**src/rtl/muldiv_unit.sv**
```systemverilog
// -----------------------------------------------------------------------------
// muldiv_unit
//   Iterative unsigned multiply/divide execute unit. It retires one bit per
//   cycle and produces a write-back triple for the register file.
//
//   Ports
//     clk               rising-edge clock
//     reset             asynchronous, active-high reset
//     start             request, sampled only while busy=0 (IDLE or DONE)
//     op                00 MUL lo, 01 MULHU hi, 10 UDIV quotient, 11 UREM remainder
//     destReg           destination register index
//     operandA          multiplicand / dividend
//     operandB          multiplier / divisor
//     busy              operation in flight; start is ignored
//     done              one-cycle completion pulse
//     writeReg          captured destReg, valid while done=1
//     writeData         result, held until the next completion
//     CONTROL_REGWRITE  regfile write strobe: done && writeReg != 31
//
//   Optional feature macro: MULDIV_EARLY_OUT_EN
//     When defined, a multiply with a zero operand or a divide by zero
//     completes after a single RUN cycle. Results are the same either way.
// -----------------------------------------------------------------------------
module muldiv_unit #(
  parameter int WIDTH      = 32,
  parameter int REG_ADDR_W = 5
) (
  input  logic                  clk,
  input  logic                  reset,
  input  logic                  start,
  input  logic [1:0]            op,
  input  logic [REG_ADDR_W-1:0] destReg,
  input  logic [WIDTH-1:0]      operandA,
  input  logic [WIDTH-1:0]      operandB,
  output logic                  busy,
  output logic                  done,
  output logic [REG_ADDR_W-1:0] writeReg,
  output logic [WIDTH-1:0]      writeData,
  output logic                  CONTROL_REGWRITE
);

  localparam int              CNT_W = $clog2(WIDTH);
  localparam logic [CNT_W-1:0] LAST = CNT_W'(WIDTH - 1);

  typedef enum logic [1:0] {S_IDLE, S_RUN, S_DONE} state_t;

  state_t                r_state, w_state_nxt;
  logic [1:0]            r_op;
  logic [REG_ADDR_W-1:0] r_dest;
  logic [WIDTH-1:0]      r_a, r_b;
  // Shared accumulator pair:
  //   multiply: r_hi = partial product high half, r_lo = multiplier / product low half
  //   divide:   r_hi = partial remainder,          r_lo = dividend / quotient
  logic [WIDTH-1:0]      r_hi, r_lo;
  logic [WIDTH-1:0]      r_wdata;
  logic [CNT_W-1:0]      r_cnt;
  logic                  r_early;

  logic                  w_accept, w_last, w_early;
  logic [WIDTH:0]        w_mul_sum;
  logic [WIDTH-1:0]      w_mul_hi, w_mul_lo;
  logic [WIDTH:0]        w_div_sh;
  logic                  w_div_ge;
  logic [WIDTH-1:0]      w_div_diff, w_div_hi, w_div_lo;
  logic [WIDTH-1:0]      w_hi_nxt, w_lo_nxt, w_res_iter, w_res_early, w_res;

  // busy is low in DONE, so a start in the DONE cycle is accepted.
  assign w_accept = start && (r_state != S_RUN);
  assign w_last   = (r_state == S_RUN) && (r_early || (r_cnt == LAST));

`ifdef MULDIV_EARLY_OUT_EN
  assign w_early = op[1] ? (operandB == '0) : ((operandA == '0) || (operandB == '0));
`else
  assign w_early = 1'b0;
`endif

  // Shift-add multiply step: add multiplicand on lsb of multiplier, shift right.
  assign w_mul_sum = {1'b0, r_hi} + (r_lo[0] ? {1'b0, r_a} : '0);
  assign w_mul_hi  = w_mul_sum[WIDTH:1];
  assign w_mul_lo  = {w_mul_sum[0], r_lo[WIDTH-1:1]};

  // Restoring divide step, MSB first. The remainder stays below the divisor,
  // so the low WIDTH bits of the difference are exact when it is taken.
  // A zero divisor naturally yields all-ones quotient and remainder = dividend.
  assign w_div_sh   = {r_hi, r_lo[WIDTH-1]};
  assign w_div_ge   = w_div_sh >= {1'b0, r_b};
  assign w_div_diff = w_div_sh[WIDTH-1:0] - r_b;
  assign w_div_hi   = w_div_ge ? w_div_diff : w_div_sh[WIDTH-1:0];
  assign w_div_lo   = {r_lo[WIDTH-2:0], w_div_ge};

  assign w_hi_nxt = r_op[1] ? w_div_hi : w_mul_hi;
  assign w_lo_nxt = r_op[1] ? w_div_lo : w_mul_lo;

  // op[0] selects the high register for both MULHU and UREM.
  assign w_res_iter  = r_op[0] ? w_hi_nxt : w_lo_nxt;
  assign w_res_early = r_op[1] ? (r_op[0] ? r_a : '1) : '0;
  assign w_res       = r_early ? w_res_early : w_res_iter;

  // FSM state register
  always_ff @(posedge clk or posedge reset) begin
    if (reset) r_state <= S_IDLE;
    else       r_state <= w_state_nxt;
  end

  // FSM next state
  always_comb begin
    w_state_nxt = r_state;
    case (r_state)
      S_IDLE:  if (start) w_state_nxt = S_RUN;
      S_RUN:   if (w_last) w_state_nxt = S_DONE;
      S_DONE:  w_state_nxt = start ? S_RUN : S_IDLE;
      default: w_state_nxt = S_IDLE;
    endcase
  end

  // Datapath
  always_ff @(posedge clk or posedge reset) begin
    if (reset) begin
      r_op    <= '0;
      r_dest  <= '0;
      r_a     <= '0;
      r_b     <= '0;
      r_hi    <= '0;
      r_lo    <= '0;
      r_wdata <= '0;
      r_cnt   <= '0;
      r_early <= 1'b0;
    end else if (w_accept) begin
      r_op    <= op;
      r_dest  <= destReg;
      r_a     <= operandA;
      r_b     <= operandB;
      r_hi    <= '0;
      r_lo    <= op[1] ? operandA : operandB;
      r_cnt   <= '0;
      r_early <= w_early;
    end else if (r_state == S_RUN) begin
      r_hi  <= w_hi_nxt;
      r_lo  <= w_lo_nxt;
      r_cnt <= r_cnt + 1'b1;
      if (w_last) r_wdata <= w_res;
    end
  end

  assign busy             = (r_state == S_RUN);
  assign done             = (r_state == S_DONE);
  assign writeReg         = r_dest;
  assign writeData        = r_wdata;
  assign CONTROL_REGWRITE = done && (r_dest != REG_ADDR_W'(31));

endmodule

```
**config.mk**
```make
export PLATFORM = sky130hd
export DESIGN_NAME = muldiv_unit
export DESIGN_NICKNAME = d
export VERILOG_FILES = /design/src/rtl/muldiv_unit.sv
export SDC_FILE = /design/constraint.sdc
export NUM_CORES = 1
export LEC_CHECK = 0
export ABC_CLOCK_PERIOD_IN_PS = 14010
export CORE_ASPECT_RATIO = 1.75
export CORE_MARGIN = 5
export CORE_UTILIZATION = 30
export CTS_CLUSTER_DIAMETER = 60
export DETAILED_ROUTE_END_ITERATION = 8
export PLACE_DENSITY = 0.52
export SYNTH_ARGS = -nofsm -noshare
export SYNTH_HDL_FRONTEND = slang
export SYNTH_SLANG_ARGS = --single-unit
```
**constraint.sdc**
```tcl
create_clock -name clk -period 14.01 [get_ports clk]
set_input_delay 2.1015 -clock clk [delete_from_list [all_inputs] [get_ports clk]]
set_output_delay 2.1015 -clock clk [all_outputs]
set_load 0.01 [all_outputs]
```
* Yosys cells after proc, flatten, opt, wreduce, memory -nomap -nowiden
Index checks and enable logic that the tools add are counted.
W data, S select, Z words.
** Cells by class
- $mul :: 0
- Reductions and logical operators :: 7
- Add/sub/neg operators :: 3
- Shift-type cells :: 0
- Bitwise logic cells :: 1
- Multiplexer cells :: 16
- $lt $le $gt $ge :: 1
- Eq/ne operators :: 7
- Divide/modulo/power cells :: 0
** Operators by type and width (number)
- $mux W32 :: 10
- $add A32 B32 Y33 :: 1
- $ge A33 B32 Y1 :: 1
- $sub A32 B32 Y32 :: 1
- $mux W5 :: 2
- $pmux W2 S3 :: 1
- $add A5 B1 Y5 const B :: 1
- $eq A5 B5 Y1 const B :: 1
- $ne A5 B5 Y1 const B :: 1
- $mux W2 :: 2
- $ne A2 B1 Y1 const B :: 2
- $logic_and A1 B1 Y1 :: 3
- $reduce_and A3 Y1 :: 1
- $eq A2 B1 Y1 const B :: 1
- $eq A2 B2 Y1 const B :: 1
- $logic_not A2 Y1 :: 1
- $ne A2 B2 Y1 const B :: 1
- $reduce_and A2 Y1 :: 1
- $reduce_bool A2 Y1 :: 1
- $mux W1 :: 1
- $not A1 Y1 :: 1
** Storage, ports and cells
- Bits in writable memories :: 0
- Logic and storage cells :: 44
- Register bits :: 174
- ROM bits :: 0
- Output and inout port bits :: 40
- Latch bits :: 0
- Bits of input ports :: 74
- Memories :: 0

* Depth between registers and ports, before layout
- Depth in word-level cells :: 5
- Depth in mapped cells :: 14
- Gate-level depth less buffers :: 13

* Worst setup path before layout
Ideal clock, no wire load.
- Path kind :: input to register
- From :: input port op[1]
- To :: register r_lo[23]
- Data arrival time :: 3.257 ns
- Buffers on the path :: 2
- Setup slack :: 10.620 ns
- Stages on the path :: 6
- Required time :: 13.877 ns
- Library setup time :: 0.133 ns
- Cells stage by stage :: clkbuf_1 clkbuf_1 mux2i_1 nand2_1 o211ai_1 o21ai_0
** Between the ends
- Cells in the longest elaborated chain, start to end :: 2
** RTL lines
- start, declared :: line 31 : input logic [1:0] op,
- $mux W32 :: line 134 : r_lo <= op[1] ? operandA : operandB;
- $mux W32 :: line 128 : end else if (w_accept) begin
- end signal, assigned :: line 134
- end signal, assigned :: line 139 : r_lo <= w_lo_nxt;
- end, declared :: line 54 : logic [WIDTH-1:0] r_hi, r_lo;
Every way passes these cells.
A chain may end at the register's enable or synchronous reset.

* Final worst setup path
- From :: register r_state[1]
- To :: output port busy
** Between the ends
- Cells in the longest elaborated chain, start to end :: 1
** RTL lines
- start, declared :: line 47 : state_t r_state, w_state_nxt;
- start signal, assigned :: line 102 : else r_state <= w_state_nxt;
- $eq A2 B1 Y1 :: line 145 : assign busy = (r_state == S_RUN);
- end, declared :: line 35 : output logic busy,
Every way passes these cells.

==> flow_metrics.py <==
metrics = {
    "route": {
        "num_vias": 10600,
        "ant_nets": 0,
        "wirelength_um": 41000,
        "wl_per_cell_um": 20.8,
        "drc_errors": 0,
        "vias_per_cell": 5.37,
        "drt_iter0_markers": 680,
        "first_pass_iters": 4,
    },
    "yosys": {
        "synthTopCellsByArea": "dfrtp_1 35%, mux2_2 7.0%, mux2i_1 7.0%",
        "synth_edf_count": 0,
        "ys_warn_count": 0,
        "synthDistinctLibCells": 74,
        "yosys.area.top_type": "dfrtp_1",
        "synth_seq_cells": 174,
        "avgSynthCellArea_um2": 9.11,
        "synth_ff_type": "dfrtp_1",
        "synth-seq-area-share": 0.353,
        "syn_inst": 1355,
        "yosys-top-cells-count": "174 x dfrtp_1, 113 x nand2_1, 101 x o21ai_0, 87 x a21oi_1, 86 x mux2i_1",
        "synth-async-reset-ratio": 1.00,
        "synth_area_mm2": 0.0123,
        "synth_nets": 1497,
        "yosysMostFrequentCell": "dfrtp_1",
        "yosysTopAreaCellShare": 0.353,
    },
    "timing": {
        "setup_slack_ps": 9200,
        "min_period_ps": 4810,
        "fmax_mhz": 208,
        "finClkSkew_ps": 14.9,
        "finalHoldViolCount": 0,
        "rsz0062_at_grt": "false",
        "max-slew-margin-rel": 0.320,
        "setup_viol": 0,
        "slew_viol_final": 0,
        "worstMarginPinSlew_ps": 1020,
        "finalCritPeriodShare": 0.343,
        "hold_slack_ps": 503,
        "fin_setup_tns_ps": 0,
    },
    "final_layout": {
        "diodes": 0,
        "area_growth_pct": 17.8,
        "drive_gt1_frac": 0.101,
        "final_core_util": 0.356,
        "nets": 1551,
    },
    "power": {
        "ir_drop_mv": 0.0935,
        "total_power_w": 0.00451,
        "p_leak_nw": 6.36,
        "power_density_mw_per_mm2": 310,
    },
    "clocking": {
        "cts-buffers-inserted": 17,
        "cts_resized": 0,
        "clkLatencyLatePin_ps": 470,
        "cts.clk_slew.worst_paths_ps": 70,
        "clockBufferDepth": 2,
        "htreeDepth": 4,
        "cts_post_setup_buffers_inserted": 0,
        "cts_tree": "done",
        "cts_hold_buffers": 0,
        "clock_sinks": 174,
        "cts-root-buf": "clkbuf_16",
    },
    "worst_setup_path": {
        "worstSetupPathType": "register to primary output",
        "critPathCaptureType": "primary output",
        "path_buf_inv": 2,
        "worstPathMaxFanout": 38,
        "start_kind": "register",
        "max_stage_delay_ps": 820,
        "arrival_ps": 2710,
        "crit_chain": "nand2b_4, inv_1, clkdlybuf4s50_1",
        "crit_family": "buffers and inverters",
        "crit_slowest_cell": "inv_1",
        "cp.required_ps": 11910,
    },
    "placement": {
        "dpl_worst_slack_ps": 9300,
        "globalplace.congestion": 0.924,
        "hpwlAfterDp_um": 30500,
        "place.port_buffers": 113,
    },
    "floorplan": {
        "die_h_um": 278,
        "start_util": 0.302,
        "die_x_um": 163,
        "coreArea_mm2": 0.0408,
        "die-area_mm2": 0.0455,
        "rows": 98,
        "ioPinCount": 114,
    },
    "global_routing": {
        "grt_max_degree": 85,
        "grt_pass1_vias": 11200,
        "grt_pass1_wl_um": 63500,
        "antenna_found_initial": 0,
        "grt_overflow": 0,
        "grt_use_total": 0.180,
    },
    "run": {
        "maxCapViolations": 0,
    },
    "outcome": {
        "status": "complete, no violations",
    },
    "hold_path": {
        "hold_class": "register to register",
    },
}
==> worst paths after layout <==
check | cells after the start | endpoint | slack, ps | from
setup / recovery | 3 | busy | 9200 | r_state[1]
hold / removal | 1 | r_a[18] | 500 | r_a[18]
setup reg to reg | 12 | writeData[27] | 9910 | r_lo[0]
hold reg to reg | 1 | r_a[18] | 500 | r_a[18]
max in group asynchronous | 4 | r_a[17] | 9920 | reset
min in group asynchronous | 2 | writeReg[4] | 2090 | reset
==> final cells by class <==
class                      count  area (um2)
clock inverter                14         204
multi-input combinational   1039        7440
tap                          550         688
inverter                      53         204
clock buffer                  18         439
timing repair buffer         124        1200
fill                        4148       26300
sequential                   174        4360
==> metal layers <==
| metal | vias to the layer above | GRT usage | wire [um] |
|---|---|---|---|
| li1 | 5046 | - | - |
| met1 | 5246 | 0.199 | 16000 |
| met2 | 211 | 0.338 | 22200 |
| met3 | 81 | 0.0196 | 1060 |
| met4 | 0 | 0.0854 | 1710 |
| met5 | - | 0 | 0 |
==> sequential cells by signal, indices dropped and copies added, names as in the netlist <==
signal / cells
r_cnt: 5
r_hi: 32
r_lo: 32
r_state: 2
r_b: 32
writeData: 32
r_op: 2
r_a: 32
writeReg: 5
==> cell families after synthesis <==
group	count (synthesis)	share of synthesized area
compound gates	388	0.205
xor+xnor	55	0.0390
fa+ha+maj	68	0.0702
buf+inv	142	0.0456
flops	174	0.353
mux	165	0.142
simple gates	363	0.145
==> power breakdown <==
part           total, W  internal, W  switching (W)
Combinational   0.00296      0.00126        0.00170
Sequential      0.00101     0.000760       0.000246
Clock          0.000543     0.000307       0.000235
Total           0.00451      0.00233        0.00218
==> layout by cell type (no fill, tap or decap), types with 5 or more instances in the layout <==
master           count
nor3b_1              5
xor2_1              18
and2_1              34
nor3_1              34
dfrtp_1            173
a21o_1              49
nand4_1             15
a31oi_1              8
o211ai_1            40
inv_1               52
xnor2_1             37
nand3_1             39
clkdlybuf4s50_1    111
a211oi_1            16
clkbuf_16           17
buf_4               11
or3_1                6
inv_6                5
nor2b_1              7
o22ai_1              7
a21oi_1             87
nand2b_1             6
and3_1              19
o21ai_0            101
mux2_2              77
o31ai_1             22
o21bai_1             9
ha_1                66
nor2_1              62
mux2i_1             86
nand2_1            111
o21a_1              12
==> metrics by stage <==
stage / area [um2] / std cells
final: 14500 / 1972
after global routing: 14500 / 1972
after CTS: 14500 / 1972
after detailed placement: 13900 / 1940
after global placement: 13900 / 1940
after floorplan: 12300 / 1355
(Power assumes the default switching activity.)
